File: config.mk
export PLATFORM = sky130hd
export DESIGN_NAME = imm_extend_pipe
export DESIGN_NICKNAME = d
export VERILOG_FILES = /design/src/rtl/imm_pkg.sv /design/src/rtl/imm_rotator.sv /design/src/rtl/imm_extend_pipe.sv
export SDC_FILE = /design/constraint.sdc
export NUM_CORES = 1
export LEC_CHECK = 0
export BUFFER_PORTS_ARGS = -buffer_cell sky130_fd_sc_hd__buf_2
export CAP_MARGIN = 5
export CORE_MARGIN = 5
export CORE_UTILIZATION = 52
export DETAILED_ROUTE_END_ITERATION = 6
export HOLD_SLACK_MARGIN = 0.02
export PLACE_DENSITY = 0.76
export SLEW_MARGIN = 10
export SYNTH_ARGS = -nofsm -noshare
export SYNTH_HDL_FRONTEND = slang
export SYNTH_HIERARCHICAL = 1
export SYNTH_SLANG_ARGS = --single-unit
File: constraint.sdc
create_clock -name clk -period 2.05 [get_ports clk]
set_clock_uncertainty 0.05 [all_clocks]
set_input_delay 0.5125 -clock clk [delete_from_list [all_inputs] [get_ports clk]]
set_output_delay 0.5125 -clock clk [all_outputs]
set_load 0.02 [all_outputs]
File: src/rtl/imm_pkg.sv
// Immediate-mode encodings and shared helpers for the pipelined immediate extender.
package imm_pkg;

  localparam logic [2:0] IMM_DP8    = 3'b000;
  localparam logic [2:0] IMM_MEM12  = 3'b001;
  localparam logic [2:0] IMM_BR24   = 3'b010;
  localparam logic [2:0] IMM_ROT8   = 3'b011;
  localparam logic [2:0] IMM_HALF8  = 3'b100;
  localparam logic [2:0] IMM_SMEM12 = 3'b101;
  localparam logic [2:0] IMM_RSVD6  = 3'b110;
  localparam logic [2:0] IMM_RSVD7  = 3'b111;

  // Rotate right by concatenating the word with itself and keeping the low half.
  function automatic logic [31:0] ror32(input logic [31:0] v, input logic [4:0] amt);
    return 32'({v, v} >> amt);
  endfunction

endpackage

File: src/rtl/imm_rotator.sv
// Data-processing rotated imm8: ror32(zext(imm8), 2*rot4) with shifter carry-out.
module imm_rotator
  import imm_pkg::*;
(
  input  logic [7:0]  imm8_i,
  input  logic [3:0]  rot4_i,
  input  logic        carry_i,
  output logic [31:0] result_o,
  output logic        carry_o
);

  always_comb begin
    result_o = ror32({24'h000000, imm8_i}, {rot4_i, 1'b0});
    // A zero rotate leaves the CPSR carry untouched.
    carry_o  = (rot4_i == 4'd0) ? carry_i : result_o[31];
  end

endmodule

File: src/rtl/imm_extend_pipe.sv
// Two-stage valid/ready immediate extender: stage 1 captures the instruction
// fields, stage 2 registers the decoded, width-extended immediate.
module imm_extend_pipe
  import imm_pkg::*;
#(
  parameter int unsigned XLEN        = 32,
  parameter int unsigned BR_SHIFT    = 2,
  parameter int unsigned ERR_ON_RSVD = 1
) (
  input  logic            clk,
  input  logic            reset,
  input  logic            flush,
  input  logic            in_valid,
  output logic            in_ready,
  input  logic [23:0]     theData,
  input  logic [2:0]      ImmSrc,
  input  logic            carry_in,
  output logic            out_valid,
  input  logic            out_ready,
  output logic [XLEN-1:0] ExtImm,
  output logic            carry_out,
  output logic            imm_err
);

  logic            s1_valid_q, s1_valid_d;
  logic [23:0]     s1_data_q;
  logic [2:0]      s1_src_q;
  logic            s1_cin_q;
  logic [3:0]      s1_rot_q;

  logic            s2_valid_q, s2_valid_d;
  logic [XLEN-1:0] ext_q, ext_d;
  logic            cout_q, cout_d;
  logic            err_q, err_d;

  logic            s2_adv, s1_adv, in_xfer;
  logic [31:0]     rot_res;
  logic            rot_carry;
  logic [31:0]     res32;
  logic            sext;

  assign s2_adv   = !s2_valid_q || out_ready;
  assign s1_adv   = s1_valid_q && s2_adv;
  assign in_ready = !s1_valid_q || s2_adv;
  assign in_xfer  = in_valid && in_ready;

  always_comb begin
    s1_valid_d = in_xfer || (s1_valid_q && !s2_adv);
    s2_valid_d = s2_adv ? s1_valid_q : s2_valid_q;
    if (flush) begin
      s1_valid_d = 1'b0;
      s2_valid_d = 1'b0;
    end
  end

  imm_rotator u_rot (
    .imm8_i   (s1_data_q[7:0]),
    .rot4_i   (s1_rot_q),
    .carry_i  (s1_cin_q),
    .result_o (rot_res),
    .carry_o  (rot_carry)
  );

  always_comb begin
    res32  = '0;
    sext   = 1'b0;
    cout_d = s1_cin_q;
    err_d  = 1'b0;
    case (s1_src_q)
      IMM_DP8:    res32 = {24'h000000, s1_data_q[7:0]};
      IMM_MEM12:  res32 = {20'h00000, s1_data_q[11:0]};
      IMM_BR24: begin
        res32 = {{8{s1_data_q[23]}}, s1_data_q} << BR_SHIFT;
        sext  = 1'b1;
      end
      IMM_ROT8: begin
        res32  = rot_res;
        cout_d = rot_carry;
      end
      IMM_HALF8:  res32 = {24'h000000, s1_data_q[11:8], s1_data_q[3:0]};
      IMM_SMEM12: begin
        res32 = {{20{s1_data_q[11]}}, s1_data_q[11:0]};
        sext  = 1'b1;
      end
      default:    err_d = (ERR_ON_RSVD != 0);
    endcase
    if (sext) ext_d = XLEN'($signed(res32));
    else      ext_d = XLEN'(res32);
  end

  // Stage-1 payload needs no reset: it is only observed behind s1_valid_q.
  always_ff @(posedge clk) begin
    if (in_xfer) begin
      s1_data_q <= theData;
      s1_src_q  <= ImmSrc;
      s1_cin_q  <= carry_in;
      s1_rot_q  <= theData[11:8];
    end
  end

  always_ff @(posedge clk) begin
    if (reset) begin
      s1_valid_q <= 1'b0;
      s2_valid_q <= 1'b0;
      ext_q      <= '0;
      cout_q     <= 1'b0;
      err_q      <= 1'b0;
    end else begin
      s1_valid_q <= s1_valid_d;
      s2_valid_q <= s2_valid_d;
      if (s1_adv) begin
        ext_q  <= ext_d;
        cout_q <= cout_d;
        err_q  <= err_d;
      end
    end
  end

  assign out_valid = s2_valid_q;
  assign ExtImm    = ext_q;
  assign carry_out = cout_q;
  assign imm_err   = err_q;

endmodule

* Word level (Yosys, flattened, before mapping)
Index checks and enable logic that the tools add are counted.
Storage, ports and cells: input port bits 33, latch bits 0, bits in read-only memories 0, memory bits (writable) 0, memories kept 0, word-level logic and storage cells 32, flip-flop bits (word level) 68, output and inout port bits 36
Cells by class: bitwise gates (word level) 0, magnitude comparators 0, mux-type cells 4, add/subtract/negate cells 0, eq/ne operators 5, shifts and indexed selects 1, divide/modulo/power cells 0, multipliers 0, reduce and logical (&&, ||, !) cells 13
Operators by type and width (number):
- one-hot mux 32 bit (6 select lines) | 1
- >> shifter 40 x 5 -> 32 bit | 1
- == test 3 x 2 -> 1 bit (second input constant) | 2
- == test 3 bit (second input constant) | 2
- OR reduction 6 bit | 1
- logical NOT 4 bit | 1
- == test 3 x 1 -> 1 bit (second input constant) | 1
- logical AND 1 bit | 3
- logical NOT 1 bit | 3
- logical NOT 3 bit | 1
- logical OR 1 bit | 3
- two-way mux 1 bit | 3
- OR reduction 2 bit | 1

* Depth between registers and ports, before layout
Gate-level depths: netlist (run 1).
depth in word-level cells 5, depth in mapped cells 10, depth with buffers taken out 7

* By module
Netlist (run 1), hierarchy kept.
By module, submodules not included:
- imm_extend_pipe | area an instance 2693.8 um^2, sequential area each 1561.5 um^2, cells an instance 226, instances 1
- imm_rotator | area an instance 683.2 um^2, sequential area each 0.0 um^2, cells an instance 101, instances 1

* Worst setup path after synthesis (run 1)
No wires, ideal clock.
kind in2reg, from input out_ready, to register s1_cin_q (enable), required time 1613 ps, library setup time 387 ps, stages on the path 3, setup slack 133 ps, arrival 1479 ps, path buffers 0, cells stage by stage nor2b_4 nand2_1 and2_1
On the way: word-level cells in the longest chain between the ends 3
RTL lines:
- start, declared | line imm_extend_pipe.sv:19 | input logic out_ready,
- logical OR 1 bit | line imm_extend_pipe.sv:42 | assign s2_adv = !s2_valid_q || out_ready;
- logical OR 1 bit | line imm_extend_pipe.sv:44 | assign in_ready = !s1_valid_q || s2_adv;
- via in_ready | line imm_extend_pipe.sv:14 | output logic in_ready,
- logical AND 1 bit | line imm_extend_pipe.sv:45 | assign in_xfer = in_valid && in_ready;
- via in_xfer | line imm_extend_pipe.sv:36 | logic s2_adv, s1_adv, in_xfer;
- end signal, assigned | line imm_extend_pipe.sv:96 | s1_cin_q <= carry_in;
- end, declared | line imm_extend_pipe.sv:28 | logic s1_cin_q;
The timed path passes the listed nets, and every way through them passes these cells. A chain may end at the register's enable or synchronous reset.

==> reports/qor.txt, run 1 <==
CLOCK TREE
---------------------------------------------------------------------------------
Max Root-Sink Buffers                                                           2
TritonCTS clock tree                                                        built
Clock sink count                                                               64
Clock Pin Slew Worst Setup and Hold Paths                                 0.08 ns
Maximum level of the CTS H-tree                                                 3
Clock latency of the later-clocked register in the worst-skew pair        0.35 ns
Root Driver                                                          sky130_fd_sc_hd__clkbuf_8
Post-cts hold buffer count                                                      0
Total CTS buffers                                                               9

CELLS AND AREA
---------------------------------------------------------------------------------
# fillers                                                                     531
Number of antenna cells inserted                                                0
Synthesis-to-finish area growth                                             21.9%
Post-layout net count                                                         437
Final standard cell count with taps included and fillers excluded             486
Fraction of final layout cells sized beyond drive strength 1                33.5%

SYNTHESIS
---------------------------------------------------------------------------------
Synthesis warning total                                                         6
Synthesized instance count                                                    327
Post-synth top area share                                                   24.9%
Syn nets                                                                      360
Total standard cell area after synthesis                                3380 um^2
Share of async-settable or async-resettable flops after synthesis              0%
Primary FF master, synth                                             sky130_fd_sc_hd__dfxtp_1
Number of synthesized register bits                                            64
Sequential-to-total area share from yosys stat                              46.2%
Cell taking the most area after synthesis                            sky130_fd_sc_hd__edfxtp_1
Most common cell in the netlist                                      sky130_fd_sc_hd__dfxtp_1
Largest cells by area after synthesis                                sky130_fd_sc_hd__edfxtp_1 25%, sky130_fd_sc_hd__dfxtp_1 21%, sky130_fd_sc_hd__mux2i_1 8.9%, sky130_fd_sc_hd__a22o_1 3.4%, sky130_fd_sc_hd__nor2_1 3.3%
Post-synth EDFFs                                                               28
Commonest cells post-synth                                           36 x sky130_fd_sc_hd__dfxtp_1, 30 x sky130_fd_sc_hd__mux2i_1, 30 x sky130_fd_sc_hd__nor2_1, 28 x sky130_fd_sc_hd__edfxtp_1, 21 x sky130_fd_sc_hd__a21oi_1
Avg Inst Size Synth                                                     10.3 um^2
Count of unique library cells instantiated by Yosys                            48

CRITICAL PATH
---------------------------------------------------------------------------------
Count of buffer and inverter cells on the critical path                         1
Slowest stage cell on the critical path                              sky130_fd_sc_hd__edfxtp_1
Worst EP arrival                                                          2.19 ns
Required arrival time at the worst endpoint                               2.25 ns
Biggest fanout along the worst timing path                                      8
Cells along the critical path                                        mux2_2, mux2i_2, buf_4, o22ai_1, mux2i_1, o21ai_0, a22o_1
Cell family with most CP delay                                       multiplexers
Max incr delay on CP                                                      0.55 ns
Startpoint-to-endpoint class of the critical path                      reg -> reg
Kind of start point of the critical path                                flip-flop
Endpoint type of the worst setup path                                   flip-flop

DETAILED ROUTING
---------------------------------------------------------------------------------
Drt drc                                                                         0
Wire per inst                                                             18.4 um
Drt first pass iters                                                            4
Number of nets still failing antenna checks after routing                       0
Number of DRC markers in iteration 0                                          197
Vias per cell                                                                5.84
Via count of the routed design                                               2838
Drt total wl                                                              8940 um

FLOW RUN
---------------------------------------------------------------------------------
Max cap viols                                                                   0

GLOBAL ROUTE
---------------------------------------------------------------------------------
Maximum number of pins on one net before global-route repair                   29
Global-route wire length before repair                                   14300 um
Leftover overflow at the end of global routing                                  0
GRT Util Overall                                                            21.9%
Initial antenna violation count                                                 0
Number of global-route vias before repair                                    2766

TIMING
---------------------------------------------------------------------------------
Setup repair after global routing missed its margin                           yes
Final critical-path setup slack                                         0.0559 ns
Final Max Slew Viols                                                            0
Worst-Margin Slew                                                        0.514 ns
Final Cycle Share                                                           97.3%
Post-layout min period                                                    1.99 ns
Final hold violations                                                           0
Worst relative slew slack                                                   65.8%
Final Setup Violations                                                          0
Highest Clock Rate                                                        501 MHz

PWR
---------------------------------------------------------------------------------
Total power divided by cell area                                      724 nW/um^2
Leak Pwr                                                                  1.71 nW
Total power after layout                                                  2.98 mW
Peak supply drop                                                         0.519 mV

MIN PATH
---------------------------------------------------------------------------------
Worst min-delay path class                                              in -> reg

PLACED DESIGN
---------------------------------------------------------------------------------
Total instance count after detailed placement                                 469
# port buffers                                                                 68
Dpl hpwl                                                                  6440 um
Worst slack, placed                                                    0.00930 ns
Last weighted congestion value of the routability-driven placer             0.959

FLOORPLANNING
---------------------------------------------------------------------------------
Boundary pin count                                                             69
Horizontal die dimension                                                  90.6 um
Effective utilization at floorplan                                          53.2%
Area of the die                                                         8210 um^2
Vert. Die Dim                                                             90.6 um
Core area                                                               6350 um^2
Standard-cell row count                                                        29

OUTCOME
---------------------------------------------------------------------------------
Run status                                                              completed

## registers in the layout, indices dropped and copies added (netlist names)
register and flops:
imm_err 1, carry_out 1, s1_valid_q 1, s1_src_q 3, out_valid 1, ExtImm 32, s1_cin_q 1, s1_data_q 24
## worst reg2reg max path, stage by stage, from the launching register on
cell and delay [ns]:
sky130_fd_sc_hd__edfxtp_1 0.55, sky130_fd_sc_hd__mux2_2 0.41, sky130_fd_sc_hd__mux2i_2 0.19, sky130_fd_sc_hd__buf_4 0.14
sky130_fd_sc_hd__o22ai_1 0.09, sky130_fd_sc_hd__mux2i_1 0.15, sky130_fd_sc_hd__o21ai_0 0.09, sky130_fd_sc_hd__a22o_1 0.22
## cell usage in the layout (no fill, tap or decap), types with 3 or more instances in the layout
| cell | Yosys | routed |
|---|---|---|
| sky130_fd_sc_hd__o21ai_1 | 11 | 12 |
| sky130_fd_sc_hd__nand3b_1 | 7 | 7 |
| sky130_fd_sc_hd__o22ai_1 | 10 | 9 |
| sky130_fd_sc_hd__mux2_1 | 4 | 4 |
| sky130_fd_sc_hd__a21oi_1 | 21 | 21 |
| sky130_fd_sc_hd__a22o_1 | 13 | 13 |
| sky130_fd_sc_hd__buf_4 | 6 | 23 |
| sky130_fd_sc_hd__nor2_1 | 30 | 30 |
| sky130_fd_sc_hd__a311oi_1 | 3 | 3 |
| sky130_fd_sc_hd__inv_1 | 3 | 3 |
| sky130_fd_sc_hd__nand2_1 | 13 | 13 |
| sky130_fd_sc_hd__o2bb2ai_1 | 8 | 8 |
| sky130_fd_sc_hd__o21ai_0 | 8 | 7 |
| sky130_fd_sc_hd__buf_2 | 12 | 68 |
| sky130_fd_sc_hd__and3b_1 | 4 | 4 |
| sky130_fd_sc_hd__nand2b_1 | 5 | 5 |
| sky130_fd_sc_hd__nor2b_1 | 8 | 8 |
| sky130_fd_sc_hd__a221oi_2 | 4 | 4 |
| sky130_fd_sc_hd__mux2i_2 | 0 | 4 |
| sky130_fd_sc_hd__nand3_1 | 5 | 5 |
| sky130_fd_sc_hd__clkbuf_8 | 0 | 9 |
| sky130_fd_sc_hd__nor3_1 | 12 | 12 |
| sky130_fd_sc_hd__mux2_2 | 5 | 4 |
| sky130_fd_sc_hd__a21boi_0 | 5 | 4 |
| sky130_fd_sc_hd__edfxtp_1 | 28 | 28 |
| sky130_fd_sc_hd__dfxtp_1 | 36 | 36 |
| sky130_fd_sc_hd__a211oi_1 | 4 | 4 |
| sky130_fd_sc_hd__and2_1 | 3 | 3 |
| sky130_fd_sc_hd__mux2i_1 | 30 | 25 |
## stage by stage
step	area, um^2	hold slack (ns)	util [%]	TNS (ns)
global route	4120	0.257	64.8	-0.166
global placement	3860	0.393	60.7	0
floorplan	3380	0.466	-	0
CTS	4070	0.263	64.1	0
finish	4120	0.280	64.8	0
detailed placement	3860	0.395	60.7	0
## what timing repair did
item | in CTS | in global routing
buffers inserted | 1 | 0
endpoints found under the hold margin | 0 | 0
setup endpoints to repair | 2 | 12
gates resized for setup | 0 | 12
## where the power goes
part / switching, mW / internal (mW)
Combinational: 0.252 / 0.190
Clock: 0.545 / 0.573
Sequential: 0.0369 / 1.38
Total: 0.835 / 2.14
## area by class of cell
| cell class | instances | area (um^2) | share of cell area [%] |
|---|---|---|---|
| clock buffer | 9 | 124 | 3.01 |
| multi-input combinational | 232 | 1690 | 41.0 |
| sequential | 64 | 1560 | 37.9 |
| clock inverter | 7 | 80.1 | 1.95 |
| timing repair buffer | 93 | 553 | 13.4 |
| inverter | 4 | 15.0 | 0.365 |
| tap | 77 | 96.3 | 2.34 |
## kinds of logic after synthesis
logic type | Yosys count | share of synthesized area [%]
compound gates | 93 | 19.9
buf+inv | 31 | 5.22
flops | 64 | 46.2
mux | 40 | 12.3
simple gates | 99 | 16.3
## path summary, 6_finish.rpt
path	startpoint	to	slack (ns)	cells past startpoint
max	s1_data_q[9]	ExtImm[19]	0.06	7
min	theData[16]	s1_data_q[16]	0.28	1
max reg2reg	s1_data_q[9]	ExtImm[19]	0.06	7
min reg2reg	ExtImm[28]	ExtImm[28]	0.41	1
## routing by layer
metal	vias up	share of wire, %	global-route usage (%)	wire length, um
met5	-	0	0	0
met4	0	3.4	11.5	301
met3	22	6.7	5.42	595
met2	110	47	32.9	4210
met1	1335	43	28.9	3830
li1	1371	-	-	-
(Power assumes the default switching activity.)
==> run 2: changes to the inputs <==
Settings changed: CORE_UTILIZATION 52 to 40, PLACE_DENSITY 0.76 to 0.61, SLEW_MARGIN 10 to unset.
==> reports/qor.txt, run 2 (synthesis results as in run 1) <==
CRITICAL PATH
---------------------------------------------------------------------------------
Worst EP arrival                                                          2.21 ns   was 2.19 ns
Biggest fanout along the worst timing path                                      8   unchanged
Required arrival time at the worst endpoint                               2.29 ns   was 2.25 ns
Kind of start point of the critical path                                flip-flop   unchanged
Startpoint-to-endpoint class of the critical path                      reg -> reg   unchanged
Endpoint type of the worst setup path                                   flip-flop   unchanged

PLACED DESIGN
---------------------------------------------------------------------------------
Worst slack, placed                                                     -0.158 ns   was 0.00930 ns
Last weighted congestion value of the routability-driven placer             0.957   was 0.959
# port buffers                                                                 68   unchanged
Dpl hpwl                                                                  6720 um   was 6440 um

DETAILED ROUTING
---------------------------------------------------------------------------------
Vias per cell                                                                5.39   was 5.84
Via count of the routed design                                               2793   was 2838
Wire per inst                                                             17.5 um   was 18.4 um
Drt drc                                                                         0   unchanged
Drt first pass iters                                                            5   was 4
Number of DRC markers in iteration 0                                          191   was 197
Number of nets still failing antenna checks after routing                       0   unchanged
Drt total wl                                                              9060 um   was 8940 um

TIMING
---------------------------------------------------------------------------------
Setup repair after global routing missed its margin                           yes   unchanged
Final Cycle Share                                                           95.9%   was 97.3%
TNS Setup                                                                    0 ns   unchanged
Worst-Margin Slew                                                        0.544 ns   was 0.514 ns
Highest Clock Rate                                                        509 MHz   was 501 MHz
Final critical-path setup slack                                         0.0846 ns   was 0.0559 ns
Post-layout min period                                                    1.97 ns   was 1.99 ns
Final Setup Violations                                                          0   unchanged
Final Max Slew Viols                                                            0   unchanged
Final hold violations                                                           0   unchanged
Worst relative slew slack                                                   63.7%   was 65.8%

GLOBAL ROUTE
---------------------------------------------------------------------------------
Leftover overflow at the end of global routing                                  0   unchanged
Number of global-route vias before repair                                    2696   was 2766
GRT Util Overall                                                            18.0%   was 21.9%
Initial antenna violation count                                                 0   unchanged
Maximum number of pins on one net before global-route repair                   29   unchanged
Global-route wire length before repair                                   14300 um   about the same

PWR
---------------------------------------------------------------------------------
Leak Pwr                                                                  1.73 nW   was 1.71 nW
Total power after layout                                                  2.92 mW   was 2.98 mW
Total power divided by cell area                                      700 nW/um^2   was 724 nW/um^2
Combinational share of power                                                15.1%   was 14.8%
Share of power burned in registers                                          48.4%   was 47.6%
Net switching component of the power                                     0.831 mW   was 0.835 mW
Peak supply drop                                                         0.529 mV   was 0.519 mV
Sw Ratio                                                                    28.4%   was 28.0%
Power share of the clock group                                              36.5%   was 37.6%
Internal power of the cells                                               2.09 mW   was 2.14 mW

CLOCK TREE
---------------------------------------------------------------------------------
Max Root-Sink Buffers                                                           2   unchanged
TritonCTS clock tree                                                        built   unchanged
Clock sink count                                                               64   unchanged
Total CTS buffers                                                               9   unchanged
Maximum level of the CTS H-tree                                                 3   unchanged
Clock Pin Slew Worst Setup and Hold Paths                                 0.08 ns   about the same
Clock latency of the later-clocked register in the worst-skew pair        0.35 ns   about the same
Post-cts hold buffer count                                                      0   unchanged
Root Driver                                                          sky130_fd_sc_hd__clkbuf_8   unchanged

OUTCOME
---------------------------------------------------------------------------------
Run status                                                              completed   unchanged

CELLS AND AREA
---------------------------------------------------------------------------------
Top library cells by usage in the layout, fill and taps aside        68 x sky130_fd_sc_hd__buf_2, 36 x sky130_fd_sc_hd__dfxtp_1, 30 x sky130_fd_sc_hd__nor2_1   unchanged
Most common library cell in the layout ignoring fill and taps        sky130_fd_sc_hd__buf_2   unchanged
Synthesis-to-finish area growth                                             23.6%   was 21.9%
Largest register FFs                                                           32   unchanged
Number of antenna cells inserted                                                0   unchanged
Fraction of final layout cells sized beyond drive strength 1                34.4%   was 33.5%
Final Util                                                                  50.8%   was 64.8%
Post-layout net count                                                         441   was 437

FLOORPLANNING
---------------------------------------------------------------------------------
Area of the die                                                        10400 um^2   was 8210 um^2
Effective utilization at floorplan                                          41.1%   was 53.2%
Horizontal die dimension                                                   102 um   was 90.6 um
Boundary pin count                                                             69   unchanged
Standard-cell row count                                                        33   was 29
Core area                                                               8220 um^2   was 6350 um^2
Vert. Die Dim                                                              102 um   was 90.6 um

FLOW RUN
---------------------------------------------------------------------------------
Max cap viols                                                                   0   unchanged

MIN PATH
---------------------------------------------------------------------------------
Worst min-delay path class                                              in -> reg   unchanged

[run 2: cell count changes in the layout (fill, tap and decap cells not counted), sizes merged]
cell      delta
bufinv       -1
clkbuf       +1
clkinvlp     -1
clkinv       +1
buf          +4
[run 2: final timing paths]
kind	from	endpoint	slack (ns)	cells past startpoint
worst min-delay path	theData[18]	s1_data_q[18]	0.28	1
worst min register to register	ExtImm[0]	ExtImm[0]	0.40	2
worst max register to register	s1_data_q[9]	ExtImm[18]	0.08	9
worst max-delay path	s1_data_q[9]	ExtImm[18]	0.08	9
[run 2: area by class of cell]
type | count | area, um^2
fill | 784 | 4040
multi-input combinational | 232 | 1690
sequential | 64 | 1560
timing repair buffer | 97 | 578
clock buffer | 10 | 149
tap | 105 | 131
clock inverter | 6 | 47.5
inverter | 4 | 15.0
[run 2: metrics by stage]
step,instances,area (um^2),hold slack (ns)
2_1_floorplan,327,3380,0.466
3_3_place_gp,498,3890,0.390
3_5_place_dp,498,3890,0.397
4_1_cts,516,4110,0.273
5_1_grt,518,4170,0.269
6_report,518,4170,0.285
[run 2: what timing repair did]
item | in CTS | in global routing
buffers inserted | 2 | 2
pin swaps | 0 | 3
endpoints found under the setup margin | 2 | 10
gates resized for setup | 2 | 13
[run 2: power by group through the flow]
stage               clock network, mW  registers, mW  logic [mW]
floorplan                           0           1.45       0.266
global placement                    0           1.45       0.415
detailed placement                  0           1.45       0.416
CTS                              1.09           1.42       0.425
global route                     1.14           1.42       0.484
finish                           1.07           1.42       0.442
[run 2: critical path, cell delays in order (launching register included)]
cell	delay, ns
sky130_fd_sc_hd__edfxtp_1	0.50
sky130_fd_sc_hd__buf_6	0.17
sky130_fd_sc_hd__buf_6	0.12
sky130_fd_sc_hd__buf_4	0.13
sky130_fd_sc_hd__nor2b_1	0.09
sky130_fd_sc_hd__mux2i_1	0.09
sky130_fd_sc_hd__o22ai_1	0.30
sky130_fd_sc_hd__mux2i_1	0.11
sky130_fd_sc_hd__o21ai_0	0.18
sky130_fd_sc_hd__a22o_1	0.14
[run 2: metal layers]
layer / up-vias / GRT usage [%] / share of wire, %
met2: 77 / 28.0 / 47
met1: 1320 / 24.6 / 46
met5: - / 0 / 0
met3: 16 / 3.55 / 5.3
met4: 0 / 7.57 / 2.0
li1: 1380 / - / -
==> run 3: changes to the inputs <==
Settings changed: SYNTH_HIERARCHICAL 1 to unset.
==> reports/qor.txt, run 3 <==
DETAILED ROUTING
---------------------------------------------------------------------------------
Number of nets still failing antenna checks after routing                       0   unchanged
Drt total wl                                                              9170 um   was 9060 um
Vias per cell                                                                5.84   was 5.39
Wire per inst                                                             18.1 um   was 17.5 um
Drt first pass iters                                                            6   was 5
Number of DRC markers in iteration 0                                          285   was 191
Drt drc                                                                         0   unchanged
Via count of the routed design                                               2962   was 2793

PLACED DESIGN
---------------------------------------------------------------------------------
# port buffers                                                                 68   unchanged
Dpl hpwl                                                                  6420 um   was 6720 um
Last weighted congestion value of the routability-driven placer             0.906   was 0.957
Worst slack, placed                                                      0.100 ns   was -0.158 ns
Total instance count after detailed placement                                 491   was 498

TIMING
---------------------------------------------------------------------------------
Final Cycle Share                                                           90.3%   was 95.9%
Final Setup Violations                                                          0   unchanged
Setup repair after global routing missed its margin                            no   was yes
TNS Setup                                                                    0 ns   unchanged
Hold_ws                                                                  0.276 ns   was 0.285 ns
Worst relative slew slack                                                   54.1%   was 63.7%
Final critical-path setup slack                                          0.200 ns   was 0.0846 ns
Highest Clock Rate                                                        540 MHz   was 509 MHz
Final Max Slew Viols                                                            0   unchanged
Final hold violations                                                           0   unchanged
Worst-Margin Slew                                                        0.689 ns   was 0.544 ns
Post-layout min period                                                    1.85 ns   was 1.97 ns

GLOBAL ROUTE
---------------------------------------------------------------------------------
Leftover overflow at the end of global routing                                  0   unchanged
GRT Util Overall                                                            18.6%   was 18.0%
Global-route wire length before repair                                   14500 um   was 14300 um
Maximum number of pins on one net before global-route repair                   46   was 29
Initial antenna violation count                                                 0   unchanged
Number of global-route vias before repair                                    2805   was 2696

FLOORPLANNING
---------------------------------------------------------------------------------
Vert. Die Dim                                                              101 um   was 102 um
Horizontal die dimension                                                   101 um   was 102 um
Boundary pin count                                                             69   unchanged
Standard-cell row count                                                        33   unchanged
Core area                                                               8130 um^2   was 8220 um^2
Area of the die                                                        10100 um^2   was 10400 um^2
Effective utilization at floorplan                                          40.5%   was 41.1%

CELLS AND AREA
---------------------------------------------------------------------------------
Post-layout net count                                                         430   was 441
Largest register FFs                                                           32   unchanged
Synthesis-to-finish area growth                                             22.9%   was 23.6%
Final standard cell count with taps included and fillers excluded             507   was 518
Fraction of final layout cells sized beyond drive strength 1                31.3%   was 34.4%
Number of antenna cells inserted                                                0   unchanged
Top library cells by usage in the layout, fill and taps aside        68 x sky130_fd_sc_hd__buf_2, 36 x sky130_fd_sc_hd__dfxtp_1, 36 x sky130_fd_sc_hd__nand2_1   was 68 x sky130_fd_sc_hd__buf_2, 36 x sky130_fd_sc_hd__dfxtp_1, 30 x sky130_fd_sc_hd__nor2_1
Most common library cell in the layout ignoring fill and taps        sky130_fd_sc_hd__buf_2   unchanged

CLOCK TREE
---------------------------------------------------------------------------------
Clock latency of the later-clocked register in the worst-skew pair        0.36 ns   was 0.35 ns
Clock Pin Slew Worst Setup and Hold Paths                                 0.07 ns   was 0.08 ns
CTS-repair resized insts                                                        0   was 2
Post-cts hold buffer count                                                      0   unchanged
Clock sink count                                                               64   unchanged
TritonCTS clock tree                                                        built   unchanged
Total CTS buffers                                                               9   unchanged
Root Driver                                                          sky130_fd_sc_hd__clkbuf_8   unchanged
Maximum level of the CTS H-tree                                                 3   unchanged
Buffer count from post-CTS setup fixing                                         0   was 2
Max Root-Sink Buffers                                                           2   unchanged

PWR
---------------------------------------------------------------------------------
Leak Pwr                                                                  1.56 nW   was 1.73 nW
Peak supply drop                                                         0.377 mV   was 0.529 mV
Total power divided by cell area                                      735 nW/um^2   was 700 nW/um^2
Total power after layout                                                  2.97 mW   was 2.92 mW

OUTCOME
---------------------------------------------------------------------------------
Run status                                                              completed   unchanged

SYNTHESIS
---------------------------------------------------------------------------------
Post-synth EDFFs                                                               28   unchanged
Synthesized instance count                                                    322   was 327
Count of unique library cells instantiated by Yosys                            56   was 48
Sequential-to-total area share from yosys stat                              47.4%   was 46.2%
Commonest cells post-synth                                           36 x sky130_fd_sc_hd__dfxtp_1, 36 x sky130_fd_sc_hd__nand2_1, 32 x sky130_fd_sc_hd__a21oi_1, 28 x sky130_fd_sc_hd__edfxtp_1, 13 x sky130_fd_sc_hd__buf_2   was 36 x sky130_fd_sc_hd__dfxtp_1, 30 x sky130_fd_sc_hd__mux2i_1, 30 x sky130_fd_sc_hd__nor2_1, 28 x sky130_fd_sc_hd__edfxtp_1, 21 x sky130_fd_sc_hd__a21oi_1
Number of synthesized register bits                                            64   unchanged
Total standard cell area after synthesis                                3290 um^2   was 3380 um^2
Avg Inst Size Synth                                                     10.2 um^2   was 10.3 um^2
Post-synth top area share                                                   25.5%   was 24.9%
Syn nets                                                                      355   was 360
Share of async-settable or async-resettable flops after synthesis              0%   unchanged
Synthesis warning total                                                         0   was 6
Largest cells by area after synthesis                                sky130_fd_sc_hd__edfxtp_1 26%, sky130_fd_sc_hd__dfxtp_1 22%, sky130_fd_sc_hd__a21oi_1 4.9%, sky130_fd_sc_hd__nand2_1 4.1%, sky130_fd_sc_hd__a311oi_1 2.1%   was sky130_fd_sc_hd__edfxtp_1 25%, sky130_fd_sc_hd__dfxtp_1 21%, sky130_fd_sc_hd__mux2i_1 8.9%, sky130_fd_sc_hd__a22o_1 3.4%, sky130_fd_sc_hd__nor2_1 3.3%
Cell taking the most area after synthesis                            sky130_fd_sc_hd__edfxtp_1   unchanged
Primary FF master, synth                                             sky130_fd_sc_hd__dfxtp_1   unchanged

CRITICAL PATH
---------------------------------------------------------------------------------
Required arrival time at the worst endpoint                               2.26 ns   was 2.29 ns
Startpoint-to-endpoint class of the critical path                      reg -> reg   unchanged
Critical Path Start                                                  s1_data_q[10]   was s1_data_q[9]
Kind of start point of the critical path                                flip-flop   unchanged
Launch instance of the worst register-to-register path               s1_data_q[10]   was s1_data_q[9]
Worst EP arrival                                                          2.06 ns   was 2.21 ns
Biggest fanout along the worst timing path                                     18   was 8
Endpoint type of the worst setup path                                   flip-flop   unchanged

FLOW RUN
---------------------------------------------------------------------------------
Max cap viols                                                                   0   unchanged

MIN PATH
---------------------------------------------------------------------------------
Worst min-delay path startpoint                                        theData[3]   was theData[18]
Worst min-delay path class                                              in -> reg   unchanged

==> run 3: cell count changes after synthesis, moves of 6 or more <==
cell                       before  now
sky130_fd_sc_hd__a31oi_1        0   11
sky130_fd_sc_hd__nor2_1        30   10
sky130_fd_sc_hd__o22ai_1       10    2
sky130_fd_sc_hd__a221oi_1       0    6
sky130_fd_sc_hd__o21ai_1       11    3
sky130_fd_sc_hd__o21ai_0        8    1
sky130_fd_sc_hd__a21oi_1       21   32
sky130_fd_sc_hd__nand2_1       13   36
sky130_fd_sc_hd__mux2i_1       30    7
sky130_fd_sc_hd__a22o_1        13    5
==> run 3: final cells by class <==
| class | count | area [um^2] |
|---|---|---|
| Multi-Input combinational cell | 226 | 1540 |
| Clock inverter | 6 | 82.6 |
| Fill cell | 767 | 4090 |
| Clock buffer | 10 | 138 |
| Tap cell | 105 | 131 |
| Timing Repair Buffer | 93 | 578 |
| Inverter | 3 | 11.3 |
| Sequential cell | 64 | 1560 |
==> run 3: cells by family after synthesis <==
| kind of cell | count (synthesis) | synth area share (%) |
|---|---|---|
| compound gates | 101 | 21.3 |
| simple gates | 113 | 21.0 |
| flops | 64 | 47.4 |
| buf+inv | 32 | 5.74 |
| mux | 12 | 4.52 |
==> run 3: final timing paths <==
kind | to | slack, ns | cells after the start
worst max-delay path | ExtImm[19] | 0.20 | 5
worst min-delay path | s1_data_q[3] | 0.28 | 1
worst max register to register | ExtImm[19] | 0.20 | 5
worst min register to register | ExtImm[12] | 0.41 | 2
==> run 3: critical path, stage by stage (launching register included) <==
cell and delay (ns):
sky130_fd_sc_hd__edfxtp_1 0.66, sky130_fd_sc_hd__buf_4 0.27, sky130_fd_sc_hd__buf_4 0.14, sky130_fd_sc_hd__nor2_1 0.24, sky130_fd_sc_hd__nand2_1 0.12, sky130_fd_sc_hd__a311oi_1 0.28
==> run 3: power breakdown <==
part / internal [mW] / leakage (nW) / switching, mW
logic: 0.146 / 0.884 / 0.193
registers: 1.38 / 0.565 / 0.0381
clock network: 0.711 / 0.112 / 0.506
total: 2.23 / 1.56 / 0.737
==> run 3: metal layers <==
metal / share of wire [%] / GRT usage, %
met1: 45 / 25.3
met2: 46 / 28.7
met3: 7.8 / 4.64
met4: 1.1 / 6.32
met5: 0 / 0
==> run 3: metrics by stage <==
step / util [%] / instance area, um^2
detailed placement: 47.0 / 3830
CTS: 49.7 / 4050
finish: 49.7 / 4050
floorplan: - / 3290
global placement: 47.0 / 3830
global route: 49.7 / 4050
